==> src/rtl/load_store_unit.sv <==
// Load/store unit: accepts one RISC-V load or store at a time, checks the
// funct3 and the alignment, runs a single request/grant/rvalid memory
// handshake with a timeout, and returns an extended load result.
module load_store_unit #(
    parameter int unsigned XLEN    = 32,
    parameter int unsigned TIMEOUT = 16
) (
    input  logic              clk,
    input  logic              reset_n,
    input  logic              req_valid,
    output logic              req_ready,
    input  logic              req_we,
    input  logic [2:0]        req_funct3,
    input  logic [XLEN-1:0]   req_addr,
    input  logic [XLEN-1:0]   req_wdata,
    output logic              rsp_valid,
    output logic [XLEN-1:0]   rsp_rdata,
    output logic              rsp_misaligned,
    output logic              rsp_fault,
    output logic              mem_req,
    input  logic              mem_gnt,
    output logic              mem_we,
    output logic [XLEN-1:0]   mem_addr,
    output logic [XLEN/8-1:0] mem_be,
    output logic [XLEN-1:0]   mem_wdata,
    input  logic              mem_rvalid,
    input  logic [XLEN-1:0]   mem_rdata
);

    localparam int unsigned NB   = XLEN / 8;
    localparam int unsigned OFFW = $clog2(NB);

    typedef enum logic [1:0] {
        S_IDLE,
        S_REQ,
        S_WAIT,
        S_RESP
    } state_t;

    state_t            r_state;
    state_t            w_next;
    logic [7:0]        r_cnt;
    logic              r_we;
    logic [2:0]        r_funct3;
    logic [XLEN-1:0]   r_addr;
    logic [XLEN-1:0]   r_wdata;
    logic [XLEN-1:0]   r_rdata;
    logic              r_mis;
    logic              r_fault;

    logic              w_legal;
    logic              w_mis;
    logic              w_timeout;
    logic [XLEN-1:0]   w_shift;
    logic [XLEN-1:0]   w_ext;
    logic [NB-1:0]     w_be_base;
    logic [OFFW+2:0]   w_bit_off;

    assign w_timeout = (r_cnt == 8'(TIMEOUT - 1));
    assign w_bit_off = {r_addr[OFFW-1:0], 3'b000};

    // Legality and alignment of the request presented this cycle
    always_comb begin
        w_legal = 1'b0;
        if (req_we) begin
            case (req_funct3)
                3'b000, 3'b001, 3'b010: w_legal = 1'b1;
                3'b011:                 w_legal = (XLEN == 64);
                default:                w_legal = 1'b0;
            endcase
        end else begin
            case (req_funct3)
                3'b000, 3'b001, 3'b010, 3'b100, 3'b101: w_legal = 1'b1;
                3'b011, 3'b110:                         w_legal = (XLEN == 64);
                default:                                w_legal = 1'b0;
            endcase
        end
        case (req_funct3[1:0])
            2'b00:   w_mis = 1'b0;
            2'b01:   w_mis = req_addr[0];
            2'b10:   w_mis = |req_addr[1:0];
            default: w_mis = |req_addr[2:0];
        endcase
    end

    // Next-state decode; an arriving gnt/rvalid wins over an expiring timeout
    always_comb begin
        w_next = r_state;
        case (r_state)
            S_IDLE: if (req_valid) w_next = (!w_legal || w_mis) ? S_RESP : S_REQ;
            S_REQ: begin
                if (mem_gnt)        w_next = r_we ? S_RESP : S_WAIT;
                else if (w_timeout) w_next = S_RESP;
            end
            S_WAIT: if (mem_rvalid || w_timeout) w_next = S_RESP;
            default: w_next = S_IDLE;
        endcase
    end

    // Load data alignment/extension and store byte-lane placement
    always_comb begin
        w_shift = mem_rdata >> w_bit_off;
        case (r_funct3)
            3'b000:  w_ext = XLEN'($signed(w_shift[7:0]));
            3'b001:  w_ext = XLEN'($signed(w_shift[15:0]));
            3'b010:  w_ext = XLEN'($signed(w_shift[31:0]));
            3'b100:  w_ext = XLEN'(w_shift[7:0]);
            3'b101:  w_ext = XLEN'(w_shift[15:0]);
            3'b110:  w_ext = XLEN'(w_shift[31:0]);
            default: w_ext = w_shift;
        endcase
        case (r_funct3[1:0])
            2'b00:   w_be_base = NB'(1);
            2'b01:   w_be_base = NB'(3);
            2'b10:   w_be_base = NB'(15);
            default: w_be_base = '1;
        endcase
    end

    // State register
    always_ff @(posedge clk or negedge reset_n) begin
        if (!reset_n) r_state <= S_IDLE;
        else          r_state <= w_next;
    end

    // Timeout counter: cleared on any state change, counts cycles in REQ/WAIT
    always_ff @(posedge clk or negedge reset_n) begin
        if (!reset_n)                                   r_cnt <= '0;
        else if (w_next != r_state)                     r_cnt <= '0;
        else if (r_state == S_REQ || r_state == S_WAIT) r_cnt <= r_cnt + 8'd1;
    end

    // Request capture on acceptance
    always_ff @(posedge clk or negedge reset_n) begin
        if (!reset_n) begin
            r_we     <= 1'b0;
            r_funct3 <= '0;
            r_addr   <= '0;
            r_wdata  <= '0;
        end else if (r_state == S_IDLE && req_valid) begin
            r_we     <= req_we;
            r_funct3 <= req_funct3;
            r_addr   <= req_addr;
            r_wdata  <= req_wdata;
        end
    end

    // Completion status and load result
    always_ff @(posedge clk or negedge reset_n) begin
        if (!reset_n) begin
            r_rdata <= '0;
            r_mis   <= 1'b0;
            r_fault <= 1'b0;
        end else begin
            case (r_state)
                S_IDLE: if (req_valid) begin
                    r_rdata <= '0;
                    r_fault <= !w_legal;
                    r_mis   <= w_legal && w_mis;
                end
                S_REQ:  if (!mem_gnt && w_timeout) r_fault <= 1'b1;
                S_WAIT: begin
                    if (mem_rvalid)     r_rdata <= w_ext;
                    else if (w_timeout) r_fault <= 1'b1;
                end
                default: ;
            endcase
        end
    end

    assign req_ready      = (r_state == S_IDLE);
    assign rsp_valid      = (r_state == S_RESP);
    assign rsp_rdata      = rsp_valid ? r_rdata : '0;
    assign rsp_misaligned = rsp_valid && r_mis;
    assign rsp_fault      = rsp_valid && r_fault;
    assign mem_req        = (r_state == S_REQ);
    assign mem_we         = mem_req && r_we;
    assign mem_addr       = r_addr & ~XLEN'(NB - 1);
    assign mem_be         = (mem_req && r_we) ? (w_be_base << r_addr[OFFW-1:0]) : '0;
    assign mem_wdata      = r_wdata << w_bit_off;

endmodule

==> config.mk <==
export PLATFORM = sky130hd
export DESIGN_NAME = load_store_unit
export DESIGN_NICKNAME = d
export VERILOG_FILES = /design/src/rtl/load_store_unit.sv
export SDC_FILE = /design/constraint.sdc
export NUM_CORES = 1
export LEC_CHECK = 0
export BUFFER_PORTS_ARGS = -buffer_cell sky130_fd_sc_hd__buf_2
export CORE_AREA = 10 10 150 124
export CTS_BUF_LIST = sky130_fd_sc_hd__clkbuf_4
export DETAILED_ROUTE_END_ITERATION = 16
export DIE_AREA = 0 0 160 134
export GPL_ROUTABILITY_DRIVEN = 0
export PLACE_DENSITY = 0.65
export SLEW_MARGIN = 15
export SYNTH_ARGS = -nofsm -noshare
export SYNTH_HDL_FRONTEND = slang
export SYNTH_SLANG_ARGS = --single-unit
==> constraint.sdc <==
create_clock -name clk -period 2.6 [get_ports clk]
set_input_delay 0.52 -clock clk [delete_from_list [all_inputs] [get_ports clk]]
set_output_delay 0.52 -clock clk [all_outputs]
set_load 0.05 [all_outputs]
# Yosys cells after proc, flatten, opt, wreduce, memory -nomap -nowiden
# Cells that the tools add are included.
# op_classes
addsub	1
multipliers	0
n_div	0
order_cmp	0
eq_ne	20
shift	3
muxes	25
bitwise_logic	0
reduce_logical	26
# ops
op	n
one-hot mux 32 bit (4 select lines)	1
2-to-1 mux 32 bit	3
one-hot mux 32 bit (2 select lines)	1
left shift 32 x 5 -> 32 bit	1
>> shifter 32 x 5 -> 32 bit	1
2-to-1 mux 8 bit	2
equality test 3 bit, second input constant	4
2-to-1 mux 2 bit	5
adder 8 x 1 -> 8 bit, second input constant	1
equality test 8 x 4 -> 1 bit, second input constant	1
2-to-1 mux 1 bit	8
inequality test 2 bit, second input constant	4
one-hot mux 4 bit (2 select lines)	1
equality test 2 x 1 -> 1 bit, second input constant	3
equality test 2 bit, second input constant	3
equality test 3 x 1 -> 1 bit, second input constant	2
logical AND 1 bit	6
logical NOT 2 bit	3
logical NOT 3 bit	2
one-hot mux 1 bit (3 select lines)	2
one-hot mux 2 bit (3 select lines)	1
OR reduction 3 bit	2
AND reduction 5 bit	1
OR reduction 5 bit	1
other kinds (12)	16
# word_totals
reg_bits	112
latch_bits	0
ram_bits	0
romBits	0
output_inout_bits	106
wordCells	84
mem_count	0

# Depth between registers and ports, before layout
# depth
depth_word	11
ltp_mapped	9

# Least setup slack after synthesis
# OpenSTA, ideal clock, no wires.
# synth_timing
kind	register to output
startpoint	reg r_state[1]
endpoint	out mem_be[2]
arrival_ns	2.553
t_required_ns	2.080
slack_ns	-0.473
stages_incl_launch_ff	5
path_cell_list	dfrtp_1 -> inv_1 -> ha_1 -> nand2_1 -> a211oi_1
# synth_between
elab_chain_cells	3
# synth_rtl
item	line_no	text
start, declared	40	state_t r_state;
start signal, assigned	123	else r_state <= w_next;
equality test 2 x 1 -> 1 bit	176	assign mem_req = (r_state == S_REQ);
named net mem_req	20	output logic mem_req,
logical AND 1 bit	179	assign mem_be = (mem_req && r_we) ? (w_be_base << r_addr[OFFW-1:0]) : '0;
2-to-1 mux 4 bit	179	
end, declared	24	output logic [XLEN/8-1:0] mem_be,
# The timed path passes the listed nets, and every way through them passes these cells.

# Final worst setup path
# layout_timing
startpoint	reg r_state[1]
endpoint	out mem_be[3]
# layout_between
elab_chain_cells	3
# layout_rtl
item	line_no
equality test 2 x 1 -> 1 bit	176
logical AND 1 bit	179
2-to-1 mux 4 bit	179
# Every way passes these cells.

==> load_flow_metrics.sql <==
INSERT INTO impl_metrics (metric_group, metric, value, unit) VALUES
('layout', 'final_layout_size_suffix_gt1_frac', '0.452', ''),
('layout', 'instances_no_fill', '959', ''),
('place', 'numPlacedInstances', '939', ''),
('route', 'drtPass1Iterations', '4', ''),
('sta', 'finalCritPeriodShare', '0.950', ''),
('sta', 'finalMaxSlewViolations', '0', ''),
('cts', 'worstSkewPairLatency', '0.46', 'ns'),
('sta', 'hold_slack', '0.267', 'ns'),
('synth', 'yosysMostFrequentCell', 'sky130_fd_sc_hd__dfrtp_1', ''),
('route', 'routed_wirelength', '17.8', 'mm'),
('layout', 'num-fill-cells', '1466', ''),
('route', 'detailedRoute.firstIterationViolations', '250', ''),
('die', 'die_h', '134', 'µm'),
('synth', 'synth_xor_area_frac', '0.0101', ''),
('synth', 'yosys_most_used_dff', 'sky130_fd_sc_hd__dfrtp_1', ''),
('critical_path', 'path_max_fanout', '8', ''),
('place', 'post_detailed_placement_half_perimeter_wirelength', '13.9', 'mm'),
('critical_path', 'max_stage_delay_on_crit_path', '0.49', 'ns'),
('die', 'die_x', '160', 'µm'),
('synth', 'synth.ff_latch_count', '112', ''),
('critical_path', 'timing.critical_path.from_type', 'register', ''),
('synth', 'synth_compound_gate_area_share', '0.125', ''),
('die', 'rows', '41', ''),
('synth', 'synth_mux_area_frac', '0.198', ''),
('outcome', 'run_status', 'finished clean', ''),
('cts', 'root_buffer', 'sky130_fd_sc_hd__clkbuf_4', ''),
('global_route', 'antenna_found_initial', '4', ''),
('worst_hold_path', 'whs_path_depth', '2', ''),
('synth', 'dominant_combinational_cell_family_by_area_after_synthesis', 'multiplexers', ''),
('worst_hold_path', 'timing.hold.worst_endpoint', 'r_wdata[22]$_DFFE_PN0P_', ''),
('cts', 'cts.path.max_buffers', '2', ''),
('worst_hold_path', 'worstHoldStart', 'req_wdata[22]', ''),
('synth', 'async_flop_share', '1.00', ''),
('synth', 'sequential_share_of_the_synthesized_area', '0.460', ''),
('sta', 'fin_clk_skew', '0.0109', 'ns'),
('flow_run', 'max_cap_viol_count', '0', ''),
('critical_path', 'library_cell_contributing_the_largest_single_delay_on_the_critical_path', 'sky130_fd_sc_hd__dfrtp_2', ''),
('synth', 'synth_simple_gate_area_frac', '0.126', ''),
('die', 'floorplan.io_pins', '211', ''),
('layout', 'postLayoutCoreUtil', '0.473', ''),
('critical_path', 'worstSetupPathType', 'register to output port', ''),
('route', 'routed-via-count', '4906', ''),
('critical_path', 'crit_path_cell_trace', 'inv_1, ha_4, nand2_2, a21oi_2, clkbuf_4', ''),
('critical_path', 'type_of_element_capturing_the_critical_path', 'output port', ''),
('synth', 'yosys-top-cells-area', 'sky130_fd_sc_hd__dfrtp_1 (46%), sky130_fd_sc_hd__mux2_2 (14%), sky130_fd_sc_hd__mux2i_1 (5.4%)', ''),
('sta', 'rsz0062_at_grt', 'yes', ''),
('route', 'drt-wirelength-per-cell', '18.6', 'µm'),
('sta', 'final_hold_viol_count', '0', ''),
('synth', 'post_synth.cell_area_avg', '10.7', 'µm²'),
('power_and_ir_drop', 'p_leak', '3.58', 'nW'),
('critical_path', 'timing.critical_path.required', '2.08', 'ns'),
('place', 'post-place-ws', '0.155', 'ns'),
('critical_path', 'ff2ff_path_depth', '7', ''),
('global_route', 'grt_pass1_wl', '28.1', 'mm'),
('synth', 'synth.distinct_cells', '52', ''),
('global_route', 'globalRouteTotalUtil', '0.161', ''),
('synth', 'synth_cells', '568', ''),
('synth', 'yosys.area_share.adder', '0.0103', ''),
('synth', 'ys.warnings.count', '0', ''),
('synth', 'synth_top_cell_area_share', '0.460', ''),
('layout', 'num-nets-final', '847', ''),
('sta', 'final_critical_period', '2.47', 'ns'),
('die', 'start_util', '0.391', ''),
('critical_path', 'cp.arrival', '1.95', 'ns'),
('sta', 'setup_viol', '0', ''),
('layout', 'area_delta_synth_final', '21.1', '%'),
('route', 'route.antenna.remaining_nets', '0', ''),
('die', 'die_area', '21400', 'µm²'),
('cts', 'cts_buffers', '9', ''),
('power_and_ir_drop', 'worst_ir_drop_vdd', '0.000744', 'V'),
('global_route', 'maximum_number_of_pins_on_one_net_before_global_route_repair', '72', '');
## power by group
part | internal [W] | switching (W) | total (W) | leakage (nW)
combinational | 0.00221 | 0.00472 | 0.00693 | 2.13
clock | 0.000188 | 0.000558 | 0.000746 | 0.0569
sequential | 0.00252 | 0.000567 | 0.00309 | 1.39
## area by class of cell
type	count	area [µm²]	area share
repair buffers	225	1240	0.168
clock buffers	9	67.6	0.00915
well taps	215	269	0.0364
clock inverters	6	37.5	0.00508
diodes	3	7.51	0.00102
inverters	5	18.8	0.00254
flip-flops and latches	112	2810	0.381
multi-input cells	384	2940	0.398
## routing by layer
metal,vias to the layer above,wire [µm],global-route usage
li1,2317,-,-
met1,2388,7840,0.195
met2,181,8350,0.260
met3,16,1480,0.0676
met4,4,153,0.0377
met5,-,27,0
## cell families after synthesis
family	after synthesis
xor gates and xnor gates	7
AOI/OAI and AO/OA	114
DFF	112
adders and majority gates	5
buffers and inverters	73
muxes	110
other	1
and+or+nand+nor	146
## registers in the layout, summed over array words and instances (netlist names)
name and count:
r_mis 1, r_rdata 32, r_we 1, r_cnt 8
r_fault 1, r_funct3 3, r_addr 32, r_wdata 32
r_state 2
## worst max-delay path by stage
stage	startpoint	endpoint	slack, ns	depth (start not counted)
after floorplan	r_state[1]$_DFF_PN0_	mem_be[2]	-0.07	4
after global placement	req_valid	r_rdata[2]$_DFFE_PN0P_	0.34	7
after detailed placement	r_state[1]$_DFF_PN0_	r_cnt[7]$_DFFE_PN0P_	0.15	7
after CTS	r_state[1]$_DFF_PN0_	mem_be[2]	-0.04	5
after global routing	r_state[1]$_DFF_PN0_	mem_be[0]	-0.04	5
final	r_state[1]$_DFF_PN0_	mem_be[3]	0.13	5
## layout by cell type, fill, tap and decap left out, types with 4 or more instances in the layout
| master | synthesis | final |
|---|---|---|
| sky130_fd_sc_hd__inv_1 | 5 | 5 |
| sky130_fd_sc_hd__xor2_1 | 4 | 4 |
| sky130_fd_sc_hd__buf_2 | 6 | 201 |
| sky130_fd_sc_hd__o21ai_0 | 34 | 26 |
| sky130_fd_sc_hd__nor2_1 | 31 | 30 |
| sky130_fd_sc_hd__clkbuf_4 | 0 | 12 |
| sky130_fd_sc_hd__nand2_1 | 40 | 39 |
| sky130_fd_sc_hd__and2_1 | 42 | 42 |
| sky130_fd_sc_hd__dfrtp_1 | 112 | 109 |
| sky130_fd_sc_hd__buf_4 | 33 | 14 |
| sky130_fd_sc_hd__a211oi_1 | 12 | 11 |
| sky130_fd_sc_hd__mux2i_1 | 33 | 33 |
| sky130_fd_sc_hd__a21oi_1 | 35 | 34 |
| sky130_fd_sc_hd__ha_1 | 5 | 4 |
| sky130_fd_sc_hd__o21ai_1 | 1 | 9 |
| sky130_fd_sc_hd__mux2_2 | 76 | 76 |
| sky130_fd_sc_hd__nor2b_1 | 9 | 9 |
| sky130_fd_sc_hd__a221o_1 | 16 | 16 |
## through the flow
| step | instance area (µm²) | total power, W |
|---|---|---|
| final | 7380 | 0.0108 |
| after global routing | 7380 | 0.0115 |
| after CTS | 7310 | 0.0108 |
| after detailed placement | 7170 | 0.00996 |
| after global placement | 7170 | 0.00983 |
| after floorplan | 6120 | 0.00866 |
## timing repair
item | CTS | global route
hold endpoints to repair | 34 | 0
hold buffers | 1 | 0
resized for setup | 10 | 12
buffers inserted | 0 | 1
cloned | 0 | 0
endpoints found under the setup margin | 23 | 27
pin swaps | 0 | 1
## critical path: cells and delay by family (launching register included)
family	cells	cell delay, ns
adder cells (fa/ha/maj)	1	0.21
buffers and inverters	2	0.43
flip-flops	1	0.49
AND/OR/NAND/NOR	1	0.16
AO/OA/AOI/OAI	1	0.20
Power figures use the tool's default switching activity.
